===== src/rtl/full_adder_pkg.sv =====
// Shared definitions for the full adder BIST: vector count, widths and FSM state encoding.
package full_adder_pkg;

    localparam int unsigned NUM_VECTORS = 8;
    localparam int unsigned VEC_W       = 3;  // {A,B,Cin}
    localparam int unsigned ERR_W       = 4;  // holds 0..NUM_VECTORS

    typedef enum logic [1:0] {
        StIdle,
        StSettle,
        StCheck,
        StDone
    } state_t;

endpackage


===== src/rtl/full_adder_golden.sv =====
// Combinational reference full adder used by the BIST to judge the adder under test.
module full_adder_golden (
    input  logic i_A,
    input  logic i_B,
    input  logic i_Cin,
    output logic o_Sum,
    output logic o_Cout
);

    assign o_Sum  = i_A ^ i_B ^ i_Cin;
    assign o_Cout = (i_A & i_B) | (i_A & i_Cin) | (i_B & i_Cin);

endmodule


===== src/rtl/full_adder_bist.sv =====
// Built-in self-test for an external 1-bit full adder: walks all 8 input vectors,
// compares the adder's outputs with a golden model and reports pass/fail status.
module full_adder_bist
    import full_adder_pkg::*;
#(
    parameter int unsigned HOLD_CYCLES = 2
) (
    input  logic             i_Clk,
    input  logic             i_Rst,
    input  logic             i_Start,
    output logic             o_A,
    output logic             o_B,
    output logic             o_Cin,
    input  logic             i_Sum,
    input  logic             i_Cout,
    output logic             o_Busy,
    output logic             o_Done,
    output logic             o_Pass,
    output logic [ERR_W-1:0] o_Err_Cnt,
    output logic [VEC_W-1:0] o_Fail_Vec
);

    localparam int unsigned HOLD_W = (HOLD_CYCLES > 1) ? $clog2(HOLD_CYCLES) : 1;
    localparam logic [HOLD_W-1:0] HOLD_LAST = HOLD_W'(HOLD_CYCLES - 1);
    localparam logic [VEC_W-1:0]  LAST_VEC  = VEC_W'(NUM_VECTORS - 1);

    state_t             r_state;
    state_t             w_state_next;
    logic [HOLD_W-1:0]  r_hold;
    logic [VEC_W-1:0]   r_idx;
    logic               r_busy;
    logic               r_done;
    logic               r_pass;
    logic [ERR_W-1:0]   r_err_cnt;
    logic [VEC_W-1:0]   r_fail_vec;

    logic               w_exp_sum;
    logic               w_exp_cout;
    logic               w_mismatch;
    logic               w_start_ok;
    logic               w_hold_last;
    logic               w_last_vec;

    full_adder_golden u_golden (
        .i_A    (r_idx[2]),
        .i_B    (r_idx[1]),
        .i_Cin  (r_idx[0]),
        .o_Sum  (w_exp_sum),
        .o_Cout (w_exp_cout)
    );

    // Start is only honoured when no run is in flight.
    assign w_start_ok  = i_Start && ((r_state == StIdle) || (r_state == StDone));
    assign w_hold_last = (r_hold == HOLD_LAST);
    assign w_last_vec  = (r_idx == LAST_VEC);
    assign w_mismatch  = ({i_Sum, i_Cout} != {w_exp_sum, w_exp_cout});

    // Next-state logic for the run sequencer.
    always_comb begin
        w_state_next = r_state;
        unique case (r_state)
            StIdle:   if (w_start_ok) w_state_next = StSettle;
            StSettle: if (w_hold_last) w_state_next = StCheck;
            StCheck:  w_state_next = w_last_vec ? StDone : StSettle;
            StDone:   if (w_start_ok) w_state_next = StSettle;
            default:  w_state_next = StIdle;
        endcase
    end

    // State register with synchronous reset.
    always_ff @(posedge i_Clk) begin
        if (i_Rst) begin
            r_state <= StIdle;
        end else begin
            r_state <= w_state_next;
        end
    end

    // Vector index, hold counter and status registers.
    always_ff @(posedge i_Clk) begin
        if (i_Rst) begin
            r_hold     <= '0;
            r_idx      <= '0;
            r_busy     <= 1'b0;
            r_done     <= 1'b0;
            r_pass     <= 1'b0;
            r_err_cnt  <= '0;
            r_fail_vec <= '0;
        end else if (w_start_ok) begin
            r_hold     <= '0;
            r_idx      <= '0;
            r_busy     <= 1'b1;
            r_done     <= 1'b0;
            r_pass     <= 1'b0;
            r_err_cnt  <= '0;
            r_fail_vec <= '0;
        end else if (r_state == StSettle) begin
            r_hold <= w_hold_last ? '0 : r_hold + HOLD_W'(1);
        end else if (r_state == StCheck) begin
            if (w_mismatch) begin
                r_err_cnt <= r_err_cnt + ERR_W'(1);
                if (r_err_cnt == '0) r_fail_vec <= r_idx;
            end
            // Busy drops as the last check completes; done follows once DONE is reached.
            if (w_last_vec) r_busy <= 1'b0;
            else            r_idx  <= r_idx + VEC_W'(1);
        end else if (r_state == StDone) begin
            r_done <= 1'b1;
            r_pass <= (r_err_cnt == '0);
        end
    end

    assign {o_A, o_B, o_Cin} = r_idx;
    assign o_Busy     = r_busy;
    assign o_Done     = r_done;
    assign o_Pass     = r_pass;
    assign o_Err_Cnt  = r_err_cnt;
    assign o_Fail_Vec = r_fail_vec;

endmodule


===== config.mk =====
export PLATFORM = sky130hd
export DESIGN_NAME = full_adder_bist
export DESIGN_NICKNAME = d
export VERILOG_FILES = /design/src/rtl/full_adder_pkg.sv /design/src/rtl/full_adder_golden.sv /design/src/rtl/full_adder_bist.sv
export SDC_FILE = /design/constraint.sdc
export NUM_CORES = 1
export LEC_CHECK = 0
export ABC_AREA = 1
export CORE_UTILIZATION = 28
export CTS_BUF_LIST = sky130_fd_sc_hd__clkbuf_4 sky130_fd_sc_hd__clkbuf_8
export CTS_CLUSTER_SIZE = 20
export DETAILED_ROUTE_END_ITERATION = 10
export GPL_ROUTABILITY_DRIVEN = 0
export PLACE_DENSITY = 0.49
export SETUP_SLACK_MARGIN = 0.5
export SKIP_CTS_REPAIR_TIMING = 1
export SYNTH_ARGS = -nofsm -noshare
export SYNTH_HDL_FRONTEND = slang
export SYNTH_SLANG_ARGS = --single-unit

===== constraint.sdc =====
create_clock -name i_Clk -period 2.8 [get_ports i_Clk]
set_input_delay 0.84 -clock i_Clk [delete_from_list [all_inputs] [get_ports i_Clk]]
set_output_delay 0.84 -clock i_Clk [all_outputs]
set_load 0.1 [all_outputs]

==> impl_metrics.csv <==
group,metric,value,unit
run_status,status,"complete, no violations",
timing,slew_violations,0,
critical_path,crit_chain,"buf_4",
die,fp.coreArea,0.00288,mm2
synth,netlist.area_leader.share,36.4,%
timing,setup_viol,0,
clock_network,clock_sinks,16,
synth,synthCells,120,
timing,clock.fmax,513,MHz
critical_path,crit_start,"o_Err_Cnt[2]$_SDFFE_PP0P_",
global_route,grt_first_pass_wirelength,2790,um
timing,clock_skew,0.00779,ns
routing,ant_nets,0,
clock_network,cts.clk_slew.worst_paths,0.10,ns
synth,synth_common_cells,"nand2_1 (25), inv_1 (23), dfxtp_1 (16)",
clock_network,cts_made_buffers,3,
pwr,swShare,51.4,%
routing,dr.pass1.iters,4,
synth,syn_nets,134,
global_route,track_usage,10.8,%
pwr,cellLeakagePower,0.528,nW
timing,worst_slew_pin_slew,0.276,ns
critical_path,reg2reg_from,"r_idx[0]$_SDFFE_PP0P_",
cells_and_area,num-nets-final,156,
global_route,antenna_found_initial,0,
routing,routed_via_density,4.16,
pwr,pwr-share-seq,31.8,%
cells_and_area,drive_gt1_share,20.0,%
routing,drt-wirelength-per-cell,8.95,um
pwr,peakVddDrop,398,uV
pwr,clkPwrFrac,12.9,%
synth,synth-seq-cells,16,
synth,synthArstFlopShare,0,%
global_route,grt.overflow.total,0,
routing,drt_iter0_markers,31,
clock_network,clk-insertion-delay-late,0.29,ns
timing,rsz0062_at_grt,"false",
critical_path,critical_path_buf_inv_count,1,
critical_path,endpoint_kind,"output port",
cells_and_area,regArea,323,um2
clock_network,htree_levels,1,
global_route,grt_pass1_vias,680,
timing,period_needed,1.95,ns
timing,period_share,69.6,%
cells_and_area,post-route-util,38.1,%
pwr,p_per_area,877,mW/mm2
critical_path,worst-path-stages,1,
placed_design,hpwlAfterDp,1300,um
pwr,p_sw,0.495,mW
critical_path,crit_fanout,5,
critical_path,reg2reg_depth,10,
cells_and_area,diodes,0,
min_path,hold_path_depth,2,
clock_network,cts_root_buf,"clkbuf_4",
pwr,internal_power,0.467,mW
die,fp.dieW,58.1,um
timing,slew_headroom,81.6,%
placed_design,numPortBuffers,17,
cells_and_area,multi_input_area,459,um2
synth,synth.cell_area,881,um2
routing,drc,0,
critical_path,start_kind,"register",
die,rows,19,
critical_path,worstSetupPathType,"register to output port",
die,initial_core_util,30.6,%
critical_path,required,1.96,ns
clock_network,cts_tree,"built",
synth,yosys_warnings,0,
timing,hold_viol,0,
die,io-pin-count,18,
pwr,combPwrFrac,55.3,%
synth,ys_seq_area_share,36.4,%
routing,routed_wl,1630,um
critical_path,cp.arrival,1.11,ns
synth,yosysTopAreaCell,"dfxtp_1",
critical_path,crit_path_max_incr_delay,0.48,ns
die,die_h,58.1,um
run,maxCapViolCount,0,
critical_path,reg2reg_to,"o_Fail_Vec[2]$_SDFFE_PP0P_",
critical_path,rrSetupSlack,1.16,ns
timing,fin_setup_tns,0,ns
critical_path,crit_end,"o_Err_Cnt[2]",
placed_design,dpl_cell_area,0.00107,mm2
synth,yosys.cell_count.top_type,"nand2_1",
global_route,grt_max_degree,11,
die,die_area,0.00337,mm2
synth,syn-mean-instance-area,7.34,um2
cells_and_area,fill_cells,307,
synth,synth_edf_count,0,
synth,synthTopCellsByArea,"dfxtp_1 (36%), ha_1 (11%), nand2_1 (11%)",
clock_network,clock_tree.buffer_depth,2,
synth,ys.flop_type,"dfxtp_1",
synth,synth.distinct_cells,19,
critical_path,cp_slowest_cell,"dfxtp_1",
min_path,hold_class,"register to register",
cells_and_area,area_growth,24.4,%
cells_and_area,final_area,0.00110,mm2
critical_path,path_delay_family,"flip-flops",
routing,vias,758,
==> stage by stage <==
step	total power [mW]	hold slack, ns	setup WS, ns	instances
global placement	0.844	0.452	0.853	179
global route	1.04	0.501	0.828	182
floorplan	0.744	0.437	0.540	120
finish	0.961	0.473	0.852	182
detailed placement	0.846	0.455	0.820	179
CTS	0.974	0.473	0.853	182
==> cell families (layout without fill, tap and decap cells) <==
group	Yosys count	after routing	share of synthesized area, %
AND/OR/NAND/NOR	49	49	26.8
buffers and inverters	27	47	11.5
AO/OA/AOI/OAI	18	18	10.7
flip-flops	16	16	36.4
adder cells (fa/ha/maj)	9	9	13.6
XOR/XNOR	1	1	0.994
==> power by group through the flow <==
stage	Combinational (mW)	Sequential (mW)	Clock (mW)
final	0.532	0.306	0.124
after global routing	0.588	0.312	0.135
after floorplan	0.256	0.487	0
after detailed placement	0.535	0.311	0
after CTS	0.537	0.307	0.131
after global placement	0.532	0.312	0
==> worst min path at each step <==
| stage | startpoint | to | slack (ns) |
|---|---|---|---|
| 2_1_floorplan | r_hold$_SDFFE_PP0N_ | r_hold$_SDFFE_PP0N_ | 0.44 |
| 3_3_place_gp | r_hold$_SDFFE_PP0N_ | r_hold$_SDFFE_PP0N_ | 0.45 |
| 3_5_place_dp | r_hold$_SDFFE_PP0N_ | r_hold$_SDFFE_PP0N_ | 0.45 |
| 4_1_cts | r_hold$_SDFFE_PP0N_ | r_hold$_SDFFE_PP0N_ | 0.47 |
| 5_1_grt | r_hold$_SDFFE_PP0N_ | r_hold$_SDFFE_PP0N_ | 0.50 |
| 6_report | r_hold$_SDFFE_PP0N_ | r_hold$_SDFFE_PP0N_ | 0.47 |
==> per-layer routing <==
| layer | wire (um) | GRT usage [%] |
|---|---|---|
| met1 | 801 | 14.1 |
| met2 | 754 | 16.3 |
| met4 | 17 | 7.14 |
| met5 | 0 | 0 |
| met3 | 54 | 2.01 |
==> worst register-to-register path, cell delays in order, from the launching register on <==
cell and delay [ns]:
dfxtp_1 0.41, inv_1 0.09, fa_1 0.50, inv_1 0.05
nand2_1 0.05, nand2_1 0.08, nand2_4 0.13, nand3_2 0.10
nand2_1 0.08, inv_1 0.04, nor2_1 0.08
==> state kept, by name (all words and copies together) (netlist names) <==
register and cells:
r_hold 1, o_Err_Cnt 4, o_Pass 1, o_Done 1, o_Fail_Vec 3, o_Busy 1
r_state 2, r_idx 3
==> final cells by class <==
type / instances / area share (%)
well taps: 42 / 4.79
multi-input cells: 77 / 41.9
inverters: 27 / 9.25
clock buffers: 3 / 2.05
flip-flops and latches: 16 / 29.5
repair buffers: 17 / 12.6
==> layout by cell type, fill, tap and decap left out <==
cell type	netlist	layout
nor2_1	10	10
nand2_4	1	1
nand3_2	1	1
ha_1	8	8
nor2_4	1	1
nand4_1	3	3
o21ai_0	6	6
nand2_1	25	25
fa_1	1	1
or2_2	1	1
nand3_1	5	5
dfxtp_2	0	2
or2_1	1	1
buf_4	0	13
clkdlybuf4s50_1	0	4
nor3_4	1	1
dfxtp_1	16	14
a21oi_1	11	11
inv_2	4	4
clkbuf_4	0	3
inv_1	23	23
o21ai_2	1	1
xor2_1	1	1
No activity file was read; power rests on OpenSTA's default activity.
==> variant, RTL diff (same flow settings) <==
Re-encode `state_t` (4 states) as one-hot, 4 bits wide.
--- a/src/rtl/full_adder_pkg.sv
+++ b/src/rtl/full_adder_pkg.sv
@@ -5,11 +5,11 @@
     localparam int unsigned VEC_W       = 3;  // {A,B,Cin}
     localparam int unsigned ERR_W       = 4;  // holds 0..NUM_VECTORS
 
-    typedef enum logic [1:0] {
-        StIdle,
-        StSettle,
-        StCheck,
-        StDone
+    typedef enum logic [3:0] {
+        StIdle   = 4'b0001,
+        StSettle = 4'b0010,
+        StCheck  = 4'b0100,
+        StDone   = 4'b1000
     } state_t;
 
 endpackage
Check against the original RTL: no difference found for any inputs over 10 cycles, from zero or initial values and one cycle with i_Rst high; not proved beyond that.
==> variant against the unedited design <==
- core utilization is 2.4 points lower
- synthesized area is 10% higher
- count of clock-buffer cells in the layout did not move
- cell area grew 8.7%
- critical path depth did not move
- wire length grew 21%
- first-iteration DRC count down 3.2%
- maximum frequency increased by 2.0%
- power down 23%
- clock power rose by 6%
- worst setup slack better by 0.038 ns
- sequential cell count rose by 2
- critical endpoint unchanged
==> variant: results (changes against the unedited design) <==
result of the run=finished, final reports clean; total power after layout=0.745 mW (-23%); area of the multi-input gates=534 um2 (+16%); clock tree sinks=18 (+2); multi-input combinational cell count=93 (+21%); inverter count of the layout excluding clock inverters=20 (-26%); Leakage Power=0.559 nW (+5.9%); Routed met3 length=77 um (+43%); worst stage delay on the critical path=0.44 ns (-0.04 ns); worst setup skew after layout=0.00111 ns (-0.00668 ns); worst reg2reg setup slack=1.10 ns (-0.06 ns); peak supply drop=0.391 mV (-1.8%); Tmin final=1.91 ns (-0.0377 ns); worst relative slew slack=78.2% (-3.4 points); data arrival time at the worst-slack endpoint=1.07 ns (-0.04 ns); sequential-cell power consumption=0.312 mW (+2%); fraction of the mapped netlist area in compound gates=8.65% (-2.0 points); DRT met1 WL=945 um (+18%); hold_ws=0.471 ns (-0.00263 ns); length of routed met2 wiring=897 um (+19%); top post-synthesis cells by count=sky130_fd_sc_hd__nand2_1, sky130_fd_sc_hd__dfxtp_1, sky130_fd_sc_hd__inv_1; post-synthesis adder-cell area fraction=7.23% (-6.4 points); met1 global-route usage=14.4% (+0.33 points); Total Routing Usage GR=12.0% (+1.2 points); met3 track utilization from global routing=2.13% (+0.12 points); DRC marker count from the first detailed-route iteration=30 (-3.2%); maximum fanout count along the critical path=6 (+1); number of placed instances, taps included=194 (+8.4%); combinational-cell power consumption=0.301 mW (-43%); wire length of the first global-routing pass=3.19 mm (+15%); clock network area share=1.89% (-0.16 points); P_int=0.422 mW (-9.5%); Global Route met2 Usage=20.1% (+3.8 points); fin cells=197 (+8.2%); Placement Cell Area=1170 um2 (+8.9%); number of distinct library cells after synthesis=20 (+1); footprint of the flip-flops and latches=364 um2 (+13%); number of buffers between clock root and the deepest sink=2 (unchanged); sequential cell area fraction in the yosys report=37.2% (+0.80 points); xor and xnor fraction of the mapped netlist area=0.903% (-0.091 points); filler cell count in the final layout=373 (+21%); fraction of layout cells with a size suffix above 1=23.8% (+3.8 points); total nets after synthesis=141 (+5.2%); synthesized area per cell=7.40 um2 (+0.84%); number of H-tree levels=1 (unchanged); post-placement setup slack=0.790 ns (-0.0303 ns); Area growth syn-to-layout=22.8%; average vias per placed instance=4.34 (+4.1%); Non-Clock Buffer Area Fraction=11.6% (-1.0 points); biggest area contributors in the synthesized netlist=sky130_fd_sc_hd__dfxtp_1, sky130_fd_sc_hd__nand2_1, sky130_fd_sc_hd__inv_1; number of warning messages in the yosys log=0 (unchanged); horizontal die dimension=60.9 um (+4.8%); via count of the first global-routing pass=767 (+13%); Top Family by Delay on Critical Path=flip-flops; Hold/Removal Path Class=flop to flop; Initial DRT Pass Iterations=4 (unchanged); number of nets in the layout=163 (+4.5%); Total Routed Length=1.97 mm (+21%); placed wire-length estimate after detailed placement=1.54 mm (+19%)
-- variant: changes by cell type in the layout (fill, tap and decap cells not counted), moves of 2 or more --
cell,delta
sky130_fd_sc_hd__nand2_1,+8
sky130_fd_sc_hd__nor2_1,+6
sky130_fd_sc_hd__o21ai_0,-6
sky130_fd_sc_hd__inv_1,-5
sky130_fd_sc_hd__ha_1,-4
sky130_fd_sc_hd__nand2_2,+4
sky130_fd_sc_hd__nand3_1,+4
sky130_fd_sc_hd__a21oi_2,+3
sky130_fd_sc_hd__nand2_4,+3
sky130_fd_sc_hd__inv_2,-2
-- variant: path summary, 6_finish.rpt --
kind,start,end,depth (start not counted)
min reg2reg,r_hold$_SDFFE_PP0P_,r_hold$_SDFFE_PP0P_,2
max reg2reg,r_idx[2]$_SDFFE_PP0P_,o_Err_Cnt[1]$_SDFFE_PP0P_,8
min,r_hold$_SDFFE_PP0P_,r_hold$_SDFFE_PP0P_,2
max,o_Err_Cnt[2]$_SDFFE_PP0P_,o_Err_Cnt[2],1
